==> config.mk <==
export PLATFORM = sky130hd
export DESIGN_NAME = id_ex_pipeline_reg
export DESIGN_NICKNAME = d
export VERILOG_FILES = /design/src/rtl/id_ex_pipeline_reg.sv
export SDC_FILE = /design/constraint.sdc
export NUM_CORES = 1
export LEC_CHECK = 0
export CAP_MARGIN = 10
export CORE_ASPECT_RATIO = 1.4
export CORE_MARGIN = 5
export CORE_UTILIZATION = 44
export DETAILED_ROUTE_END_ITERATION = 12
export PLACE_DENSITY = 0.88
export SYNTH_ARGS = -nofsm -noshare
export SYNTH_HDL_FRONTEND = slang
export SYNTH_SLANG_ARGS = --single-unit
==> constraint.sdc <==
create_clock -name clk_i -period 1.6 [get_ports clk_i]
set_input_delay 0.16 -clock clk_i [delete_from_list [all_inputs] [get_ports clk_i]]
set_output_delay 0.16 -clock clk_i [all_outputs]
set_load 0.03 [all_outputs]
==> src/rtl/id_ex_pipeline_reg.sv <==
// ID/EX pipeline register: captures decoded control, operands and register
// addresses from ID, with pipeline-wide hold and bubble/flush insertion.
module id_ex_pipeline_reg #(
  parameter int XLEN  = 32,
  parameter int RADDR = 5
) (
  input  logic             clk_i,
  input  logic             rst_i,
  input  logic             Stall_i,
  input  logic             Bubble_i,
  input  logic             Flush_i,
  input  logic             ID_Valid_i,
  input  logic             ID_RegWrite_i,
  input  logic             ID_MemtoReg_i,
  input  logic             ID_MemRead_i,
  input  logic             ID_MemWrite_i,
  input  logic             ID_ALUSrc_i,
  input  logic             ID_Branch_i,
  input  logic [1:0]       ID_ALUOp_i,
  input  logic [XLEN-1:0]  ID_PC_i,
  input  logic [XLEN-1:0]  ID_RS1data_i,
  input  logic [XLEN-1:0]  ID_RS2data_i,
  input  logic [XLEN-1:0]  ID_Imm_i,
  input  logic [9:0]       ID_funct_i,
  input  logic [RADDR-1:0] ID_rs1_i,
  input  logic [RADDR-1:0] ID_rs2_i,
  input  logic [RADDR-1:0] ID_Rd_i,
  output logic             EX_Valid_o,
  output logic             EX_RegWrite_o,
  output logic             EX_MemtoReg_o,
  output logic             EX_MemRead_o,
  output logic             EX_MemWrite_o,
  output logic             EX_ALUSrc_o,
  output logic             EX_Branch_o,
  output logic [1:0]       EX_ALUOp_o,
  output logic [XLEN-1:0]  EX_PC_o,
  output logic [XLEN-1:0]  EX_RS1data_o,
  output logic [XLEN-1:0]  EX_RS2data_o,
  output logic [XLEN-1:0]  EX_Imm_o,
  output logic [9:0]       EX_funct_o,
  output logic [RADDR-1:0] EX_rs1_o,
  output logic [RADDR-1:0] EX_rs2_o,
  output logic [RADDR-1:0] EX_Rd_o
);

  localparam int CW = 9;
  localparam int AW = 3 * RADDR;
  localparam int DW = 4 * XLEN + 10;

  logic [CW-1:0] ctrl_in_s, ctrl_d, ctrl_q;
  logic [AW-1:0] addr_in_s, addr_d, addr_q;
  logic [DW-1:0] data_in_s, data_d, data_q;

  assign ctrl_in_s = {ID_Valid_i, ID_RegWrite_i, ID_MemtoReg_i, ID_MemRead_i,
                      ID_MemWrite_i, ID_ALUSrc_i, ID_Branch_i, ID_ALUOp_i};
  assign addr_in_s = {ID_rs1_i, ID_rs2_i, ID_Rd_i};
  assign data_in_s = {ID_PC_i, ID_RS1data_i, ID_RS2data_i, ID_Imm_i, ID_funct_i};

  // Next-state selection: hold, bubble (controls and addresses zeroed), or load.
  always_comb begin
    ctrl_d = ctrl_q;
    addr_d = addr_q;
    data_d = data_q;
    if (Stall_i) begin
      ctrl_d = ctrl_q;
      addr_d = addr_q;
      data_d = data_q;
    end else if (Bubble_i || Flush_i) begin
      // Zero addresses so a bubble never matches forwarding or writes back.
      ctrl_d = {CW{1'b0}};
      addr_d = {AW{1'b0}};
      data_d = data_in_s;
    end else begin
      addr_d = addr_in_s;
      data_d = data_in_s;
      if (ID_Valid_i) begin
        ctrl_d = ctrl_in_s;
      end else begin
        ctrl_d = {CW{1'b0}};
      end
    end
  end

  // Pipeline register with asynchronous clear.
  always_ff @(posedge clk_i or negedge rst_i) begin
    if (!rst_i) begin
      ctrl_q <= {CW{1'b0}};
      addr_q <= {AW{1'b0}};
      data_q <= {DW{1'b0}};
    end else begin
      ctrl_q <= ctrl_d;
      addr_q <= addr_d;
      data_q <= data_d;
    end
  end

  assign {EX_Valid_o, EX_RegWrite_o, EX_MemtoReg_o, EX_MemRead_o,
          EX_MemWrite_o, EX_ALUSrc_o, EX_Branch_o, EX_ALUOp_o} = ctrl_q;
  assign {EX_rs1_o, EX_rs2_o, EX_Rd_o} = addr_q;
  assign {EX_PC_o, EX_RS1data_o, EX_RS2data_o, EX_Imm_o, EX_funct_o} = data_q;

endmodule

---- Word-level counts from Yosys, hierarchy flattened ----
Index checks and enable logic that the tools add are counted.
operators by class
  muxes and demuxes ....................... 3
  reduce and logical (&&, ||, !) cells .... 1
operator list
  cell                count
  $mux W9             2
  $mux W15            1
  $logic_or A1 B1 Y1  1
word-level totals
  bits in registers ....................... 162
  input bits .............................. 167
  output and inout port bits .............. 162
  word-level logic and storage cells ...... 7

---- Logic depth before layout (Yosys ltp) ----
  word-level depth ........................ 2
  mapped depth ............................ 5
  mapped depth without buffers ............ 2

---- Least setup slack after synthesis ----
Ideal clock, no wire load.
  path kind ............................... input port to flip-flop
  start ................................... input port Stall_i
  end ..................................... register data_q[100]
  setup time .............................. 0.125 ns
  arrival ................................. 0.861 ns
  data required time ...................... 1.475 ns
  slack ................................... 0.614 ns
  cell stages on the path ................. 4
  cells stage by stage .................... buf_6 -> buf_6 -> buf_6 -> mux2_4
RTL lines
  item                    RTL line  RTL
  start: declaration      9         input logic Stall_i,
  end signal: assignment  89        data_q <= {DW{1'b0}};
  end signal: assignment  93        data_q <= data_d;
  end: declaration        52        logic [DW-1:0] data_in_s, data_d, data_q;
No word-level cell between the ends.

---- Final worst setup path ----
  start ................................... register addr_q[8]
  end ..................................... output port EX_rs2_o[3]
RTL lines
  item                      RTL line  RTL
  start: declaration        51        logic [AW-1:0] addr_in_s, addr_d, addr_q;
  start signal: assignment  88        addr_q <= {AW{1'b0}};
  start signal: assignment  92        addr_q <= addr_d;
  end: declaration          42        output logic [RADDR-1:0] EX_rs2_o,
No word-level cell between the ends.

==> results.json <==
{
  "startpoint_type": "flop",
  "hold_ws_ps": 259,
  "ant_nets": 0,
  "r2r_cells": 1,
  "worstSkewPairLatency_ps": 420,
  "fin_cells": 918,
  "layout_common_cells": "clkdlybuf4s50_1, dfrtp_1, dlygate4sd2_1",
  "synth_cell_types": 13,
  "synthCells": 372,
  "r2r_setup_slack_ps": 800,
  "crit_family": "buffers and inverters",
  "dp.final_hpwl_um": 14900,
  "grt_max_degree": 48,
  "placed_cell_area_mm2": 0.0101,
  "postCtsSetupBuffers": 0,
  "diodes": 0,
  "grt_pass1_vias": 5318,
  "num_rows": 53,
  "fillers": 1043,
  "clockBufferDepth": 2,
  "post_route_cells_drive_above_1_share_pct": 25.9,
  "grt_first_pass_wirelength_um": 30000,
  "peakVddDrop_mv": 0.633,
  "gp_congestion": 0.802,
  "syn_area_per_cell_um2": 17.8,
  "overflow": 0,
  "fin_area_mm2": 0.0106,
  "p_per_area_mw_per_mm2": 1100,
  "areaGrowthSynthToFinish_pct": 59.9,
  "outcome": "complete, no violations",
  "max_freq_ghz": 0.711,
  "hold_violations": 0,
  "nets": 880,
  "vias_per_cell": 4.90,
  "clock_sinks": 162,
  "drtPass1Iterations": 4,
  "critPathMaxFanout": 2,
  "final_common_cell": "clkdlybuf4s50_1",
  "crit_chain": "dlygate4sd2_1",
  "fp.coreArea_mm2": 0.0149,
  "rr_startpoint": "data_q[111]$_DFFE_PN0N_",
  "antenna_found_initial": 0,
  "fin_skew_ps": 0,
  "cp.required_ps": 1440,
  "topRoutingLayerUsed": "met4",
  "rsz0062_at_grt": "false",
  "post-route-period-util_pct": 87.9,
  "max-cap-violations": 0,
  "max_slew_margin_pct": 32.1,
  "port_buffers": 328,
  "worstReg2RegEnd": "data_q[111]$_DFFE_PN0N_",
  "htree_levels": 4,
  "dieArea_mm2": 0.0176,
  "ys.warnings.count": 0,
  "maxSlewViolCount": 0,
  "grt_usage_pct": 22.3,
  "cts_buffers": 17,
  "syn-cell-area_mm2": 0.00662,
  "cp-end-kind": "output port",
  "synth_seq_cells": 162,
  "clk_pin_slew_ps": 70,
  "p_total_uw": 11700,
  "drc": 0,
  "cp.arrival_ps": 1250,
  "start_util_pct": 44.3,
  "met3_length_um": 1500,
  "seq_area_frac_synth_pct": 61.3,
  "die_w_um": 114,
  "leakagePower_uw": 0.00509,
  "vias": 4495,
  "critPathKind": "flop to output port",
  "min_period_ps": 1410,
  "m1WireLength_um": 6830,
  "setup-violations-final": 0,
  "synthesis.nets": 539,
  "final_util_pct": 70.9,
  "tightest_slew_ps": 1010,
  "io_pins": 329,
  "routedWlPerCell_um": 21.4,
  "cp.buffers_inverters": 1,
  "slowest_delay_ps": 440,
  "cts_tree": "yes",
  "die_h_um": 155,
  "post-place-cells": 885,
  "ctsRootBufferMaster": "clkbuf_16",
  "drtIter0Drc": 116,
  "critPathSlowestCell": "dlygate4sd2_1",
  "dr_wl_met2_um": 10600,
  "wl_um": 19600,
  "min_path_type": "input pin to asynchronous set/reset pin"
}
-- metal layers --
layer | vias up | global-route usage [%]
li1 | 1992 | -
met1 | 2230 | 22.8
met2 | 226 | 40.7
met3 | 47 | 6.89
met4 | 0 | 10.8
met5 | - | 0
-- cell usage after synthesis (all sizes together) --
library cell | number | area share, %
clkbuf | 1 | 0.057
nor2b | 22 | 2.1
buf | 21 | 3.1
a22o | 22 | 2.9
o41ai | 1 | 0.25
nor2 | 1 | 0.057
nor3b | 1 | 0.19
dfrtp | 162 | 61
mux2 | 139 | 30
nand2 | 2 | 0.11
-- state kept, by name, indices dropped and copies added (netlist names) --
name and cells:
ctrl_q 9, data_q 138, addr_q 15
-- where the power goes --
| part | total [uW] | internal [uW] | switching (uW) |
|---|---|---|---|
| registers | 4700 | 4480 | 221 |
| logic | 2650 | 1260 | 1390 |
| clock network | 4340 | 2700 | 1640 |
-- worst max path at each step --
stage,from,endpoint,slack (ps),cells after the start
final,addr_q[8]$_DFFE_PN0N_,EX_rs2_o[3],190,1
after global routing,addr_q[14]$_DFFE_PN0N_,EX_rs1_o[4],150,1
after CTS,addr_q[8]$_DFFE_PN0N_,EX_rs2_o[3],170,1
after detailed placement,Flush_i,addr_q[11]$_DFFE_PN0N_,-120,3
after global placement,Flush_i,addr_q[3]$_DFFE_PN0N_,20,3
after floorplan,Stall_i,data_q[100]$_DFFE_PN0N_,610,4
-- per-stage QoR --
stage / worst slack (ps) / TNS, ps
floorplan: 614 / 0
global placement: 20.2 / 0
detailed placement: -120 / -1490
CTS: 165 / 0
global route: 151 / 0
finish: 193 / 0
-- cells by family after synthesis --
logic type / synth area share, %
mux: 30.0
simple gates: 2.44
flops: 61.3
compound gates: 3.16
buf+inv: 3.16
-- cell type report --
cell class | instances | area, um^2 | share of cell area (%)
multi-input cells | 188 | 2350 | 22.2
repair buffers | 344 | 3300 | 31.2
clock buffers | 19 | 453 | 4.28
flip-flops and latches | 162 | 4050 | 38.3
clock inverters | 13 | 183 | 1.73
well taps | 192 | 240 | 2.27
-- timing repair --
action,in CTS,in global routing
hold buffers,1,0
hold endpoints to repair,42,0
gates resized for setup,162,0
setup endpoints to repair,162,0
Note: power is estimated with default switching activity, not from simulation.
